<file path="config.mk">
export PLATFORM = sky130hd
export DESIGN_NAME = switch_allocator_flat
export DESIGN_NICKNAME = d
export VERILOG_FILES = /design/src/rtl/switch_allocator_if.sv /design/src/rtl/switch_allocator.sv /design/src/flat_wrapper.sv
export SDC_FILE = /design/constraint.sdc
export NUM_CORES = 1
export LEC_CHECK = 0
export CORE_MARGIN = 5
export CORE_UTILIZATION = 45
export CTS_CLUSTER_SIZE = 8
export DETAILED_ROUTE_END_ITERATION = 6
export HOLD_SLACK_MARGIN = 0.12
export PLACE_DENSITY = 0.75
export SLEW_MARGIN = 20
export SYNTH_ARGS = -nofsm -noshare
export SYNTH_HDL_FRONTEND = slang
export SYNTH_SLANG_ARGS = --single-unit
</file>
<file path="constraint.sdc">
create_clock -name clk -period 7.3 [get_ports clk]
set_clock_uncertainty 0.15 [all_clocks]
set_input_delay 1.095 -clock clk [delete_from_list [all_inputs] [get_ports clk]]
set_output_delay 1.095 -clock clk [all_outputs]
set_load 0.05 [all_outputs]
</file>
<file path="src/rtl/switch_allocator_if.sv">
// rtl/switch_allocator_if.sv - flit/route inputs, grant vector and output link bundle for the switch allocator
interface switch_allocator_if #(
  parameter int DATA_WIDTH = 8,
  parameter int N_REGISTER = 3,
  parameter int N_PORT     = 5
);
  logic [N_PORT*DATA_WIDTH-1:0] in_data;
  logic [N_PORT*N_REGISTER-1:0] in_route;
  logic [N_PORT-1:0]            s_ack;
  logic [N_PORT*DATA_WIDTH-1:0] out_data;
  logic [N_PORT-1:0]            out_valid;
  logic [N_PORT-1:0]            out_ready;

  modport master (
    output in_data, in_route, out_ready,
    input  s_ack, out_data, out_valid
  );

  modport slave (
    input  in_data, in_route, out_ready,
    output s_ack, out_data, out_valid
  );
endinterface

</file>
<file path="src/rtl/switch_allocator.sv">
// rtl/switch_allocator.sv - per-output round-robin arbitration and registered crossbar output stage
module switch_allocator #(
  parameter int DATA_WIDTH = 8,
  parameter int N_REGISTER = 3,
  parameter int N_PORT     = 5
) (
  input  logic             clk,
  input  logic             rst,
  switch_allocator_if.slave bus
);
  localparam int PW = (N_PORT > 1) ? $clog2(N_PORT) : 1;

  // Arrays indexed [output][input]
  logic [N_PORT-1:0][N_PORT-1:0]     w_req;
  logic [N_PORT-1:0]                 w_free;
  logic [N_PORT-1:0]                 w_gnt;
  logic [N_PORT-1:0][PW-1:0]         w_win;
  logic [N_PORT-1:0][DATA_WIDTH-1:0] w_wdata;
  logic [N_PORT-1:0]                 w_ack;

  logic [N_PORT-1:0][PW-1:0]         r_ptr;
  logic [N_PORT-1:0]                 r_valid;
  logic [N_PORT-1:0][DATA_WIDTH-1:0] r_data;

  function automatic logic [PW-1:0] rr_index(input logic [PW-1:0] base, input int k);
    int sum;
    sum = int'(base) + k;
    if (sum >= N_PORT) sum = sum - N_PORT;
    return PW'(sum);
  endfunction

  // Route codes at or above N_PORT never match an output index, so they are no-requests.
  always_comb begin
    w_req = '0;
    for (int p = 0; p < N_PORT; p++) begin
      for (int i = 0; i < N_PORT; i++) begin
        w_req[p][i] = (bus.in_route[i*N_REGISTER +: N_REGISTER] == N_REGISTER'(p));
      end
    end
  end

  always_comb begin
    for (int p = 0; p < N_PORT; p++) begin
      w_free[p] = !r_valid[p] || bus.out_ready[p];
    end
  end

  // Scan from farthest to nearest so the requester closest to the pointer is written last.
  always_comb begin
    w_gnt = '0;
    w_win = '0;
    for (int p = 0; p < N_PORT; p++) begin
      for (int k = N_PORT - 1; k >= 0; k--) begin
        if (w_free[p] && w_req[p][rr_index(r_ptr[p], k)]) begin
          w_gnt[p] = 1'b1;
          w_win[p] = rr_index(r_ptr[p], k);
        end
      end
    end
  end

  always_comb begin
    w_wdata = '0;
    w_ack   = '0;
    for (int p = 0; p < N_PORT; p++) begin
      for (int i = 0; i < N_PORT; i++) begin
        if (w_win[p] == PW'(i)) begin
          w_wdata[p] = bus.in_data[i*DATA_WIDTH +: DATA_WIDTH];
          if (w_gnt[p]) w_ack[i] = 1'b1;
        end
      end
    end
  end

  assign bus.s_ack     = rst ? w_ack : '0;
  assign bus.out_valid = r_valid;
  assign bus.out_data  = r_data;

  always_ff @(posedge clk) begin
    if (!rst) begin
      r_valid <= '0;
      r_data  <= '0;
      r_ptr   <= '0;
    end else begin
      for (int p = 0; p < N_PORT; p++) begin
        if (w_gnt[p]) begin
          r_data[p]  <= w_wdata[p];
          r_valid[p] <= 1'b1;
          r_ptr[p]   <= (w_win[p] == PW'(N_PORT - 1)) ? '0 : w_win[p] + 1'b1;
        end else if (r_valid[p] && bus.out_ready[p]) begin
          r_valid[p] <= 1'b0;
        end
      end
    end
  end
endmodule

</file>
<file path="src/flat_wrapper.sv">
// flat-port wrapper written by rule: the top's interface ports become plain ports
module switch_allocator_flat 
#(
  parameter int DATA_WIDTH = 8,
  parameter int N_REGISTER = 3,
  parameter int N_PORT     = 5
)
  (clk, rst, bus_in_data, bus_in_route, bus_out_ready, bus_s_ack, bus_out_data, bus_out_valid);
  switch_allocator_if #(.DATA_WIDTH(DATA_WIDTH), .N_REGISTER(N_REGISTER), .N_PORT(N_PORT)) bus_i ();
  input  logic clk;
  input  logic rst;
  input wire logic [$bits(bus_i.in_data)-1:0] bus_in_data;
  input wire logic [$bits(bus_i.in_route)-1:0] bus_in_route;
  input wire logic [$bits(bus_i.out_ready)-1:0] bus_out_ready;
  output wire logic [$bits(bus_i.s_ack)-1:0] bus_s_ack;
  output wire logic [$bits(bus_i.out_data)-1:0] bus_out_data;
  output wire logic [$bits(bus_i.out_valid)-1:0] bus_out_valid;
  assign bus_i.in_data = bus_in_data;
  assign bus_i.in_route = bus_in_route;
  assign bus_i.out_ready = bus_out_ready;
  assign bus_s_ack = bus_i.s_ack;
  assign bus_out_data = bus_i.out_data;
  assign bus_out_valid = bus_i.out_valid;
  switch_allocator #(.DATA_WIDTH(DATA_WIDTH), .N_REGISTER(N_REGISTER), .N_PORT(N_PORT)) u_core (.clk(clk), .rst(rst), .bus(bus_i));
endmodule
</file>
* Word-level counts from Yosys, hierarchy flattened
Cells that the tools add are included.
** Storage, ports and cells
- Flip-flop bits (word level) :: 60
- Input bits :: 62
- Output and inout bits :: 50
- Logic and storage cells :: 422
** Operators by class
- $add $sub $neg :: 50
- Magnitude comparators :: 50
- Equal/unequal tests :: 40
- Muxes and demuxes :: 212
- Reductions and logical operators :: 55
** Operators by type and width (number)
- 8-bit 2-to-1 mux :: 25
- 3-bit 2-to-1 mux :: 55
- 1-bit 2-to-1 mux :: 106
- 3-bit by 4-bit < comparator with 1-bit output (second input constant) :: 25
- 4-bit by 3-bit >= comparator with 1-bit output (second input constant) :: 20
- 1-bit binary-select mux with 3-bit select :: 25
- 3-bit subtractor (second input constant) :: 25
- 3-bit by 2-bit == test with 1-bit output (second input constant) :: 20
- 3-bit by 2-bit adder with 4-bit output (second input constant) :: 10
- 3-bit by 1-bit == test with 1-bit output (second input constant) :: 10
- 3-bit == test (second input constant) :: 10
- 1-bit logical AND :: 30
- 3-bit zero test :: 10
- 3-bit by 1-bit adder with 4-bit output (second input constant) :: 5
- 3-bit by 3-bit adder with 4-bit output (second input constant) :: 5
- 3-bit by 1-bit adder with 3-bit output (second input constant) :: 5
- 3-bit >= comparator (second input constant) :: 5
- 2-bit nonzero test :: 5
- 1-bit zero test :: 5
- 1-bit logical OR :: 5
- 5-bit 2-to-1 mux :: 1

* Depth between registers and ports, before layout
- Depth after elaboration :: 22
- Mapped depth :: 25
- Mapped depth without buffers :: 22

* Worst setup path before layout
No wires, ideal clock.
- Path type :: register to output
- From :: register u_core.r_ptr[13] in the netlist's numbering
- To :: output bus_s_ack[3]
- Arrival :: 5.107 ns
- Required time :: 6.055 ns
- Setup slack :: 0.948 ns
- Stages on the path, launching flop included :: 21
- Path buffers :: 4
- Path through :: dfxtp_1 -> clkbuf_1 -> clkinv_1 -> ha_1 -> ha_1 -> clkbuf_1 -> nor2_1 -> a211oi_1 -> or3b_1 -> a21oi_1 -> or3_1 -> o211a_1 -> o21ai_0 -> a21oi_1 -> o22a_1 -> ha_1 -> ha_1 -> clkbuf_1 -> clkbuf_1 -> a222oi_1 -> a31oi_1
** On the way
- Longest elaborated chain between the ends :: 14
- Elaborated cells between the ends (all ways) :: 48
- Classes of those cells :: 9 x add/sub; 5 x order compare; 1 x eq/ne; 28 x mux; 5 x reduce/logical
** Ends and longest elaborated chain
- from (decl) :: line switch_allocator.sv:21 : logic [N_PORT-1:0][PW-1:0] r_ptr;
- from (signal, indexed assignment) :: line switch_allocator.sv:89 : r_ptr[p] <= (w_win[p] == PW'(N_PORT - 1)) ? '0 : w_win[p] + 1'b1;
- 3-bit by 3-bit adder with 4-bit output :: line switch_allocator.sv:27 : sum = int'(base) + k;
- 4-bit by 3-bit >= comparator with 1-bit output / 3-bit subtractor (equally long branches) :: line switch_allocator.sv:28 : if (sum >= N_PORT) sum = sum - N_PORT;
- 3-bit 2-to-1 mux :: line switch_allocator.sv:28
- 1-bit binary-select mux with 3-bit select :: line switch_allocator.sv:54 : if (w_free[p] && w_req[p][rr_index(r_ptr[p], k)]) begin
- 1-bit 2-to-1 mux (not written as such) :: line switch_allocator.sv:54
- 1-bit logical AND :: line switch_allocator.sv:54
- 3-bit 2-to-1 mux / 1-bit 2-to-1 mux (equally long branches) (5 in series) :: line switch_allocator.sv:54
- 3-bit by 2-bit == test with 1-bit output / 1-bit 2-to-1 mux (equally long branches) :: line switch_allocator.sv:67, switch_allocator.sv:69
- 1-bit 2-to-1 mux * :: line switch_allocator.sv:67 : if (w_win[p] == PW'(i)) begin
- 5-bit 2-to-1 mux * :: line switch_allocator.sv:75 : assign bus.s_ack = rst ? w_ack : '0;
- to (decl) :: line flat_wrapper.sv:15 : output wire logic [$bits(bus_i.s_ack)-1:0] bus_s_ack;
Every way passes the cells marked *; elsewhere a longest branch is shown, timed or not. The select of a mux whose other input is x is not followed.

* Final worst setup path
- From :: register u_core.r_ptr[10] in the netlist's numbering
- To :: output bus_s_ack[3]
** On the way
- Longest elaborated chain between the ends :: 16
- Elaborated cells between the ends (all ways) :: 50
- Classes of those cells :: 9 x add/sub; 5 x order compare; 1 x eq/ne; 30 x mux; 5 x reduce/logical
** Ends and longest elaborated chain
- 3-bit by 3-bit adder with 4-bit output :: line switch_allocator.sv:27
- 4-bit by 3-bit >= comparator with 1-bit output / 3-bit subtractor (equally long branches) :: line switch_allocator.sv:28
- 3-bit 2-to-1 mux :: line switch_allocator.sv:28
- 1-bit binary-select mux with 3-bit select :: line switch_allocator.sv:54
- 1-bit 2-to-1 mux (not written as such) :: line switch_allocator.sv:54
- 1-bit logical AND :: line switch_allocator.sv:54
- 3-bit 2-to-1 mux / 1-bit 2-to-1 mux (equally long branches) (5 in series) :: line switch_allocator.sv:54
- 3-bit by 2-bit == test with 1-bit output / 1-bit 2-to-1 mux (equally long branches) :: line switch_allocator.sv:67, switch_allocator.sv:69
- 1-bit 2-to-1 mux * :: line switch_allocator.sv:67
- 1-bit 2-to-1 mux :: line switch_allocator.sv:69 : if (w_gnt[p]) w_ack[i] = 1'b1;
- 1-bit 2-to-1 mux * :: line switch_allocator.sv:67
- 5-bit 2-to-1 mux * :: line switch_allocator.sv:75
Marks and branches as above.

==> impl_metrics.json <==
{
  "wl_per_cell_um": 21.0,
  "setup_viol": 0,
  "postCtsResizedCells": 0,
  "io_buffer_count": 111,
  "cts_tree": "done",
  "fin_cells": 1794,
  "syn_area_um2": 10200,
  "cp.arrival_ns": 5.55,
  "cts.sinks": 60,
  "core_area_um2": 22500,
  "criticalPathCategory": "flip-flop to output pin",
  "startpoint_type": "flip-flop",
  "cts_buffers": 9,
  "postCtsSetupBuffers": 0,
  "max_freq_mhz": 147,
  "tns_ns": 0,
  "run_status": "complete, no violations",
  "hold_path_depth": 2,
  "synth_common_cells": "nor2_1 (174), a21oi_1 (134), nand2_1 (101), o21ai_0 (74), ha_1 (70)",
  "ys_seq_area_frac": 0.118,
  "fillers": 2157,
  "avgSynthCellArea_um2": 7.07,
  "ys_ff_latch": 60,
  "row_count": 55,
  "ys.flop_type": "dfxtp_1",
  "cts_root_buffer": "clkbuf_16",
  "slew_viol_final": 0,
  "rsz0062_at_grt": "no",
  "whs_endpoint": "u_core.bus.out_data[14]$_SDFFE_PN0P_",
  "rr_worst_depth": 19,
  "initial_utilization": 0.453,
  "synth_edf_count": 0,
  "dp_cells": 1778,
  "synth_top_area_frac": 0.118,
  "synth_area_leaders": "dfxtp_1 (12%), ha_1 (8.6%), a21oi_1 (6.6%)",
  "syn-num-nets": 1580,
  "final_cell_area_um2": 11900,
  "post-route-period-util": 0.931,
  "path_clk_slew_ns": 0.05,
  "drive_above_1_share": 0.0835,
  "grt.total_usage": 0.276,
  "grt_pass1_vias": 10787,
  "async_flop_share": 0,
  "dieWidth_um": 161,
  "drc": 0,
  "grt_pass1_wl_um": 58600,
  "synth_most_common_cell": "nor2_1",
  "antenna_found_initial": 0,
  "cts_buffer_depth": 2,
  "worstReg2RegStart": "u_core.r_ptr[7]$_SDFFE_PN0P_",
  "antenna_cells": 0,
  "cap_violations": 0,
  "drtAntennaViolNets": 0,
  "hold_violations": 0,
  "h-tree-depth": 3,
  "finalWeightedCongestion": 0.985,
  "r2r_end": "u_core.bus.out_data[23]$_SDFFE_PN0P_",
  "relSlewSlack": 0.452,
  "io_pins": 112,
  "wirelength_um": 37700,
  "place_hpwl_um": 29100,
  "via_per_inst": 6.54,
  "layout.nets": 1641,
  "hold_path.class": "flip-flop to flip-flop",
  "yosysUniqueCellTypes": 105,
  "crit_required_ns": 6.05,
  "yosys.area.top_type": "dfxtp_1",
  "syn_inst": 1443,
  "grt_max_degree": 43,
  "worstSkewPairLatency_ns": 0.34,
  "gr-total-overflow": 0,
  "ctsHoldBuffers": 0,
  "tightest_slew_ns": 0.812,
  "die_height_um": 161,
  "holdCritStartpoint": "u_core.bus.out_data[14]$_SDFFE_PN0P_",
  "reg2reg_slack_ns": 1.89,
  "first_iter_violations": 1156,
  "area_growth_pct": 16.2,
  "place_area_um2": 11500,
  "critPathCaptureType": "output pin",
  "min_period_ns": 6.80,
  "yosys_warnings": 0,
  "path_max_fanout": 17,
  "die_area_um2": 25800,
  "drtPass1Iterations": 6,
  "num_vias": 11730
}
layout by cell type, fill, tap and decap left out, types with 14 or more instances in the layout:
cell / Yosys / final
dfxtp_1: 60 / 60
and2_1: 17 / 17
a21oi_1: 134 / 134
a22oi_1: 33 / 33
nor2_1: 174 / 174
nand3_1: 28 / 28
o221ai_1: 21 / 21
mux2i_1: 42 / 42
a211oi_1: 17 / 17
nand2b_1: 34 / 34
inv_1: 58 / 58
a221oi_1: 29 / 29
a31oi_1: 18 / 18
buf_4: 7 / 48
clkdlybuf4s50_1: 0 / 107
o211ai_1: 16 / 16
nor3b_1: 16 / 16
ha_1: 70 / 70
o21ai_0: 74 / 74
nor3_1: 36 / 36
nand2_1: 101 / 101
nor2b_1: 21 / 21
a21o_1: 16 / 16
or3_1: 14 / 14
worst max path at each step:
| stage | startpoint | end | depth (start not counted) |
|---|---|---|---|
| finish | u_core.r_ptr[10]$_SDFFE_PN0P_ | bus_s_ack[3] | 17 |
| global placement | bus_in_route[4] | bus_s_ack[2] | 15 |
| CTS | u_core.r_ptr[10]$_SDFFE_PN0P_ | bus_s_ack[3] | 17 |
| detailed placement | bus_in_route[4] | bus_s_ack[2] | 15 |
| global route | u_core.r_ptr[10]$_SDFFE_PN0P_ | bus_s_ack[3] | 17 |
| floorplan | u_core.r_ptr[13]$_SDFFE_PN0N_ | bus_s_ack[3] | 20 |
sequential cells by signal (all words and copies together), names as in the netlist:
signal	count
u_core.r_ptr	15
u_core.bus.out_data	40
u_core.bus.out_valid	5
cell type report:
| cell class | count | area [µm²] | area share |
|---|---|---|---|
| inverters | 65 | 244 | 0.0206 |
| clock buffers | 12 | 246 | 0.0208 |
| flip-flops and latches | 60 | 1200 | 0.101 |
| repair buffers | 156 | 1450 | 0.122 |
| clock inverters | 4 | 72.6 | 0.00612 |
| multi-input cells | 1212 | 8280 | 0.699 |
| well taps | 285 | 357 | 0.0301 |
routing by layer:
metal	vias to the layer above	share of wire	global-route usage
li1	5582	-	-
met1	5457	0.41	0.377
met2	619	0.46	0.448
met3	72	0.10	0.0539
met4	0	0.024	0.0684
met5	-	0	0
cell families after synthesis:
kind of cell,after synthesis,share of synthesized area
simple gates,546,0.278
xor+xnor,16,0.0137
compound gates,519,0.357
buf+inv,171,0.0708
mux,56,0.0666
fa+ha+maj,75,0.0957
flops,60,0.118
metrics by stage:
stage	hold slack, ns	utilization	setup slack, ns
floorplan	0.462	-	0.948
global placement	0.296	0.512	0.751
detailed placement	0.298	0.512	0.678
CTS	0.312	0.527	0.593
global route	0.330	0.527	0.202
finish	0.310	0.527	0.502
worst max-delay path, cell delays in order, from the launching register on:
cell and delay (ns):
dfxtp_1 0.73, inv_1 0.37, ha_1 0.35, ha_1 0.40, inv_1 0.09, o211a_1 0.23, or2_2 0.31, o211ai_1 0.23
nand2_1 0.11, mux2i_1 0.15, a32o_1 0.24, o21a_1 0.19, mux2i_1 0.26, ha_1 0.23, ha_1 0.52, a222oi_1 0.22
a31oi_1 0.29, buf_4 0.26
Power is left out: the tool's default activity adds up to more than one toggle a clock period on the data nets, which glitch-free logic cannot reach.
